`src/rtl/saturn_phase_seq.sv`:
```
// Parametrised clock-phase sequencer for the Saturn core.
// Produces one-cycle enable pulses per consumer channel, each mapped at run time
// to a phase slot. Supports bus-stall freeze, single-step rounds and a sticky
// cycle budget that halts advance.
module saturn_phase_seq #(
  parameter int unsigned PHASES   = 4,
  parameter int unsigned CHANNELS = 11,
  parameter int unsigned CTR_W    = 32,
  localparam int unsigned PHW     = $clog2(PHASES)
) (
  input  logic                    i_clk,
  input  logic                    i_reset,
  input  logic                    i_run,
  input  logic                    i_stall,
  input  logic [CHANNELS*PHW-1:0] i_ch_phase,
  input  logic [PHW-1:0]          i_cycle_phase,
  input  logic                    i_max_en,
  input  logic [CTR_W-1:0]        i_max_cycle,
  input  logic                    i_clr_halt,
  input  logic                    i_step_mode,
  input  logic                    i_step,
  output logic [CHANNELS-1:0]     o_ck_en,
  output logic [PHW-1:0]          o_phase,
  output logic [CTR_W-1:0]        o_cycle_ctr,
  output logic                    o_out_of_cycles,
  output logic                    o_idle
);

  localparam logic [PHW-1:0] PhLast   = PHW'(PHASES - 1);
  localparam logic [PHW-1:0] PhPenult = PHW'(PHASES - 2);

  logic [PHW-1:0]      phase_q, phase_d;
  logic [CHANNELS-1:0] ck_en_q, ck_en_d;
  logic [CTR_W-1:0]    cycle_ctr_q, cycle_ctr_d;
  logic                oob_q, oob_d;
  logic                step_active_q, step_active_d;
  logic                adv;
  logic                ctr_inc;

  // Advance qualifier: run, no stall, budget not exhausted, step permission.
  always_comb begin
    adv     = i_run & ~i_stall & ~oob_q & (~i_step_mode | step_active_q);
    ctr_inc = adv & (phase_q == i_cycle_phase);
  end

  // Next-state for phase, enables, counter, budget flag and step state.
  always_comb begin
    phase_d       = phase_q;
    ck_en_d       = '0;
    cycle_ctr_d   = cycle_ctr_q;
    oob_d         = oob_q;
    step_active_d = step_active_q;

    if (adv) begin
      phase_d = (phase_q == PhLast) ? '0 : phase_q + PHW'(1);
    end

    // phase_q never reaches a slot >= PHASES, so such maps never fire.
    for (int unsigned c = 0; c < CHANNELS; c++) begin
      ck_en_d[c] = adv & (i_ch_phase[c*PHW +: PHW] == phase_q);
    end

    if (ctr_inc) begin
      cycle_ctr_d = cycle_ctr_q + CTR_W'(1);
    end

    // Clear wins over a simultaneous budget hit.
    if (i_clr_halt) begin
      oob_d = 1'b0;
    end else if (ctr_inc && i_max_en && (cycle_ctr_q == i_max_cycle)) begin
      oob_d = 1'b1;
    end

    // A round ends on the edge into the last phase; launches are held off by stall.
    if (adv && step_active_q && (phase_q == PhPenult)) begin
      step_active_d = 1'b0;
    end else if (i_step_mode && !step_active_q && i_step && !i_stall) begin
      step_active_d = 1'b1;
    end
  end

  // State registers with asynchronous active-low reset.
  always_ff @(posedge i_clk or negedge i_reset) begin
    if (!i_reset) begin
      phase_q       <= PhLast;
      ck_en_q       <= '0;
      cycle_ctr_q   <= '1;
      oob_q         <= 1'b0;
      step_active_q <= 1'b0;
    end else begin
      phase_q       <= phase_d;
      ck_en_q       <= ck_en_d;
      cycle_ctr_q   <= cycle_ctr_d;
      oob_q         <= oob_d;
      step_active_q <= step_active_d;
    end
  end

  // Output mapping.
  always_comb begin
    o_ck_en         = ck_en_q;
    o_phase         = phase_q;
    o_cycle_ctr     = cycle_ctr_q;
    o_out_of_cycles = oob_q;
    o_idle          = i_step_mode & ~step_active_q;
  end

endmodule

```
`config.mk`:
```
export PLATFORM = sky130hd
export DESIGN_NAME = saturn_phase_seq
export DESIGN_NICKNAME = d
export VERILOG_FILES = /design/src/rtl/saturn_phase_seq.sv
export SDC_FILE = /design/constraint.sdc
export NUM_CORES = 1
export LEC_CHECK = 0
export ABC_AREA = 1
export CORE_ASPECT_RATIO = 1.2
export CORE_MARGIN = 5
export CORE_UTILIZATION = 35
export DETAILED_ROUTE_END_ITERATION = 10
export GPL_ROUTABILITY_DRIVEN = 1
export SYNTH_ARGS = -nofsm -noshare
export SYNTH_HDL_FRONTEND = slang
export SYNTH_SLANG_ARGS = --single-unit
```
`constraint.sdc`:
```
create_clock -name i_clk -period 4.5 [get_ports i_clk]
set_input_delay 0.9 -clock i_clk [delete_from_list [all_inputs] [get_ports i_clk]]
set_output_delay 0.9 -clock i_clk [all_outputs]
set_load 0.005 [all_outputs]
```
==> results of run 1 <==
[per-stage QoR]
step | instances | total power [W]
floorplan | 462 | 0.00101
global placement | 685 | 0.00129
detailed placement | 685 | 0.00130
CTS | 693 | 0.00162
global route | 693 | 0.00171
finish | 693 | 0.00160
[state kept, by name, summed over array words and instances, names as in the netlist]
| signal | count |
|---|---|
| o_ck_en | 11 |
| o_cycle_ctr | 32 |
| o_out_of_cycles | 1 |
| o_phase | 2 |
| step_active_q | 1 |
[worst reg2reg max path, stage by stage, from the launching register on]
cell                      delay (ns)
sky130_fd_sc_hd__dfstp_2        0.80
sky130_fd_sc_hd__xnor2_2        0.17
sky130_fd_sc_hd__nand2_2        0.11
sky130_fd_sc_hd__nor2_8         0.32
sky130_fd_sc_hd__nand2_2        0.20
sky130_fd_sc_hd__nor2_2         0.16
sky130_fd_sc_hd__nand2_1        0.08
sky130_fd_sc_hd__xor2_1         0.14
[synthesized netlist by cell type (all sizes together)]
master  count  area (sq um)
clkbuf      1          3.75
nor3       24           146
inv        76           285
a32o        1          10.0
o22ai       1          6.26
xnor2       8          85.1
o21ai      13          65.1
nand4       7          58.8
nand2     158           603
nor2       56           241
xor2       48           420
ha          3          37.5
dfstp      34           893
buf         6          41.3
a21oi       1          5.00
dfrtp      13           325
nand3      12          65.1
[metal layers]
layer | track usage | up-vias | part of all wire
met5 | 0 | - | 0
met1 | 0.180 | 1359 | 0.40
li1 | - | 1603 | -
met2 | 0.290 | 105 | 0.50
met3 | 0.0573 | 12 | 0.087
met4 | 0.0410 | 0 | 0.016
[kinds of logic after synthesis]
kind of cell,count (synthesis)
compound gates,16
xor+xnor,56
fa+ha+maj,3
buf+inv,83
flops,47
simple gates,257
[power by group]
part | leakage, nW | switching [W] | internal (W)
sequential | 0.531 | 0.000133 | 0.000536
clock | 0.0556 | 0.000145 | 0.000163
combinational | 1.58 | 0.000301 | 0.000318
total | 2.17 | 0.000579 | 0.00102
[cell type report]
class,count,area [sq um]
clock buffer,5,68.8
clock inverter,3,38.8
fill,915,4530
inverter,76,285
multi-input combinational,332,1740
sequential,47,1220
tap,120,150
timing repair buffer,110,1100
[how the worst max path moves through the flow]
stage | from | to | cells after the start
after CTS | i_step_mode | o_idle | 4
final | i_step_mode | o_idle | 4
after floorplan | i_step_mode | o_idle | 2
after global routing | i_step_mode | o_idle | 4
after detailed placement | i_step_mode | o_idle | 4
after global placement | i_step_mode | o_idle | 4
==> impl_metrics.toml, run 1 <==
[run]
max-cap-violations = 0

[worst_setup_path]
timing.critical_path.slowest_cell_delay_ns = 0.50
wp_buf_inv = 3
cp_cell_sequence = "clkdlybuf4s50_1, nand2_1, inv_1, clkdlybuf4s50_1"
worst_r2r_path_depth = 7
critical_path_required_ns = 3.60
critical-path-top-delay-family = "buffers and inverters"
worst-path-max-fanout = 2
rr_endpoint = "o_cycle_ctr[16]$_DFFE_PN1P_"
rr_startpoint = "o_phase[0]$_DFFE_PN1P_"
cp-end-kind = "output pin"
slowest_stage = "sky130_fd_sc_hd__clkdlybuf4s50_1"
timing.critical_path.from_type = "input pin"
path_common_cell = "sky130_fd_sc_hd__clkdlybuf4s50_1"
worstPathArrival_ns = 2.03
ff2ff_setup_slack_ns = 2.46
worstSetupPathType = "input pin to output pin"

[die]
dieArea_sq_um = 11500
start_util = 0.361
ios = 111
height_of_the_die_um = 116
core_region_area_sq_um = 9130
row_count = 38
chipWidth_um = 98.6

[drt]
post-route-drc-count = 0
antenna_violating_nets_post_route = 0
vias = 3079
vias_per_cell = 4.44
finalWirelength_um = 8960
drt_first_pass_iters = 6
detail_route.iter0.violations = 102
routed_wire_length_per_instance_um = 12.9

[clock_tree]
clkSinkCount = 47
cts.path.max_buffers = 2
cts_buffers = 5
cts_tree = "done"
cts-root-buf = "sky130_fd_sc_hd__clkbuf_8"
post-cts-setup-buffer-count = 0
clock_insertion_delay_worst_skew_ns = 0.30
cts-resized-gates = 0
cts_hold_repair.buffers = 0
cts_max_level = 2
clk_pin_slew_worst_paths_ns = 0.09

[timing]
worst_slew_margin_rel = 0.308
layout_min_cycle_time_ns = 2.93
setup_skew_ns = 0.00895
fin_crit_sh = 0.651
number_of_max_slew_violations_in_the_final_report = 0
setup-tns-final_ns = 0
max_freq_ghz = 0.341
report.final.hold_viol_count = 0
grt_setup_unrepaired = "no"
postLayoutSetupSlackWorst_ns = 1.57
setup_viol_count_final = 0
hold-worst-slack_ns = 0.498
timing_worst_slew_pin_value_ns = 1.04

[finish]
post_route_cells_drive_above_1_share = 0.108
post-route-cell-area_sq_um = 4600
nNetsFinal = 639
antenna_cells = 0
final_core_util = 0.504
final_cell_mix = "sky130_fd_sc_hd__nand2_1 (154), sky130_fd_sc_hd__clkdlybuf4s50_1 (109), sky130_fd_sc_hd__inv_1 (73), sky130_fd_sc_hd__nor2_1 (51), sky130_fd_sc_hd__xor2_1 (48)"
mostFrequentLayoutCell = "sky130_fd_sc_hd__nand2_1"
layout-area-overhead-vs-synth_pct = 39.7

[global_routing]
antenna_found_initial = 0
grt_usage = 0.160
grt_start_max_net_pins = 48
grt_pass1_wl_um = 14900
first_global_vias = 3135
gr-total-overflow = 0

[logic_synthesis]
post_synth.cell_area_avg_sq_um = 7.13
synth_warnings = 0
main_combinational_cell_family_by_area_after_synthesis = "simple AND/OR/NAND/NOR gates"
post_synthesis_net_count = 529
synth_compound_gate_area_share = 0.0262
synthSimpleGateAreaFrac = 0.339
synth_xor_area_frac = 0.153
ys_ff_latch = 47
netlist_area_sq_um = 3290
synth_area_in_adders = 0.0114
synthMuxAreaShare = 0
yosysUniqueCellTypes = 29
synthesis.instances = 462
synth-seq-area-share = 0.370

[placed_design]
place_ws_ns = 1.57
dpl_cell_area_sq_um = 4490
finalWeightedCongestion = 0.932
port-buffer-count = 110
place_hpwl_um = 7330

[outcome]
outcome = "completed"

[power_and_ir_drop]
vdd_ir_drop_max_uv = 257
power_density_nw_per_um2 = 347
power.static_leakage_nw = 2.17

[min_path]
worst_hold_path.endpoint = "o_cycle_ctr[30]$_DFFE_PN1P_"
timing.hold.worst_path_depth = 2
min-delay-path-class = "register to register"
hold_path.startpoint = "o_cycle_ctr[30]$_DFFE_PN1P_"
Power figures use the tool's default switching activity.
==> inputs of run 2 (changes only) <==
==> constraint.sdc (replaced) <==
create_clock -name i_clk -period 3.02 [get_ports i_clk]
set_input_delay 0.604 -clock i_clk [delete_from_list [all_inputs] [get_ports i_clk]]
set_output_delay 0.604 -clock i_clk [all_outputs]
set_load 0.005 [all_outputs]
==> run 2 against run 1 <==
Wire length up 4.4%. Non-clock buffer count grew 2. Critical endpoint unchanged. Via count rose by 2.3%. Utilization is 0.27 points higher.
==> impl_metrics.toml, run 2 (synthesis gave the netlist of run 1 again) <==
[power_and_ir_drop]
power_density_nw_per_um2 = 521
vdd_ir_drop_max_uv = 335
power.static_leakage_nw = 2.18

[global_routing]
grt_most_used_layer = "met2"
antenna_found_initial = 0
grt_start_max_net_pins = 43
use_met1 = 0.186
grt_usage = 0.167
gr-total-overflow = 0
grt_pass1_wl_um = 15500
groute.layer.met3.usage = 0.0609
first_global_vias = 3277
gr-usage-met2 = 0.306

[timing]
grt_setup_unrepaired = "no"
worst_slew_margin_rel = 0.383
setup-tns-final_ns = 0
postLayoutSetupSlackWorst_ns = 0.665
fin_crit_sh = 0.780
report.final.hold_viol_count = 0
setup_skew_ns = 0.0142
hold-worst-slack_ns = 0.438
timing_worst_slew_pin_value_ns = 0.925
max_freq_ghz = 0.425
layout_min_cycle_time_ns = 2.36
number_of_max_slew_violations_in_the_final_report = 0
setup_viol_count_final = 0

[finish]
layout-area-overhead-vs-synth_pct = 40.5
antenna_cells = 0
largest_reg_flops = 32
final_cell_mix = "sky130_fd_sc_hd__nand2_1 (154), sky130_fd_sc_hd__clkdlybuf4s50_1 (109), sky130_fd_sc_hd__inv_1 (73), sky130_fd_sc_hd__nor2_1 (51), sky130_fd_sc_hd__xor2_1 (48)"
post-route-cell-area_sq_um = 4630
post_route_cells_drive_above_1_share = 0.113
mostFrequentLayoutCell = "sky130_fd_sc_hd__nand2_1"
nNetsFinal = 641

[drt]
drt_first_pass_iters = 4
post-route-drc-count = 0
vias_per_cell = 4.53
detail_route.iter0.violations = 101
finalWirelength_um = 9360
routed_wire_length_per_instance_um = 13.5
antenna_violating_nets_post_route = 0
vias = 3151

[clock_tree]
cts-resized-gates = 0
cts_hold_repair.buffers = 0
clock_insertion_delay_worst_skew_ns = 0.30
cts_max_level = 2
cts_tree = "done"
cts_buffers = 5
clk_pin_slew_worst_paths_ns = 0.10
cts-root-buf = "sky130_fd_sc_hd__clkbuf_8"
post-cts-setup-buffer-count = 0
cts.path.max_buffers = 2
clkSinkCount = 47

[min_path]
min-delay-path-class = "input pin to async pin"

[die]
start_util = 0.361
ios = 111
dieArea_sq_um = 11500
height_of_the_die_um = 116
core_region_area_sq_um = 9130
row_count = 38
chipWidth_um = 98.6

[worst_setup_path]
worst-path-max-fanout = 2
worstPathArrival_ns = 1.75
critical_path_required_ns = 2.42
worst_r2r_path_depth = 7
worstSetupPathType = "input pin to output pin"
timing.critical_path.slowest_cell_delay_ns = 0.50
cp-end-kind = "output pin"
wp_buf_inv = 3
slowest_stage = "sky130_fd_sc_hd__clkdlybuf4s50_1"
timing.critical_path.from_type = "input pin"
path_common_cell = "sky130_fd_sc_hd__clkdlybuf4s50_1"
worst-path-stages = 4
critical-path-top-delay-family = "buffers and inverters"
cp_cell_sequence = "clkdlybuf4s50_1, nand2_1, inv_1, clkdlybuf4s50_1"

[placed_design]
port-buffer-count = 110
place_ws_ns = 0.550
place_hpwl_um = 7660
finalWeightedCongestion = 0.898
dpl_cell_area_sq_um = 4510

[run]
max-cap-violations = 0

[outcome]
outcome = "completed"
## run 2: cell types whose count changed in the layout (fill, tap and decap cells not counted), sizes merged
cell / before / now
buf: 1 / 3
clkinv: 2 / 1
clkbuf: 5 / 6
## run 2: metal layers
metal / up-vias / wire length [um] / part of all wire
met2: 98 / 4740 / 0.51
li1: 1605 / - / -
met3: 10 / 801 / 0.086
met5: - / 0 / 0
met1: 1438 / 3690 / 0.39
met4: 0 / 126 / 0.013
## run 2: metrics by stage
step	cells	util	total power (W)
final	695	0.507	0.00241
after global routing	695	0.507	0.00259
after CTS	695	0.507	0.00245
after detailed placement	687	0.494	0.00195
after global placement	687	0.494	0.00193
after floorplan	462	-	0.00151
## run 2: power breakdown
part	internal, W	switching, W	leakage (nW)
combinational	0.000476	0.000454	1.59
sequential	0.000799	0.000200	0.531
clock	0.000268	0.000216	0.0612
total	0.00154	0.000870	2.18
## run 2: cell type report
class	instances	area, sq um
fill	926	4500
multi-input combinational	332	1740
sequential	47	1220
timing repair buffer	112	1110
inverter	76	285
tap	120	150
clock buffer	6	82.6
clock inverter	2	35.0
## run 2: worst paths after layout
path | to | startpoint | slack, ns
max in group asynchronous | o_cycle_ctr[4]$_DFFE_PN1P_ | i_reset | 1.88
worst max-delay path | o_idle | i_step_mode | 0.66
worst max register to register | o_cycle_ctr[16]$_DFFE_PN1P_ | o_phase[0]$_DFFE_PN1P_ | 0.94
min in group i_clk | o_cycle_ctr[30]$_DFFE_PN1P_ | o_cycle_ctr[30]$_DFFE_PN1P_ | 0.51
worst min register to register | o_cycle_ctr[30]$_DFFE_PN1P_ | o_cycle_ctr[30]$_DFFE_PN1P_ | 0.51
worst min-delay path | o_ck_en[1]$_DFF_PN0_ | i_reset | 0.44
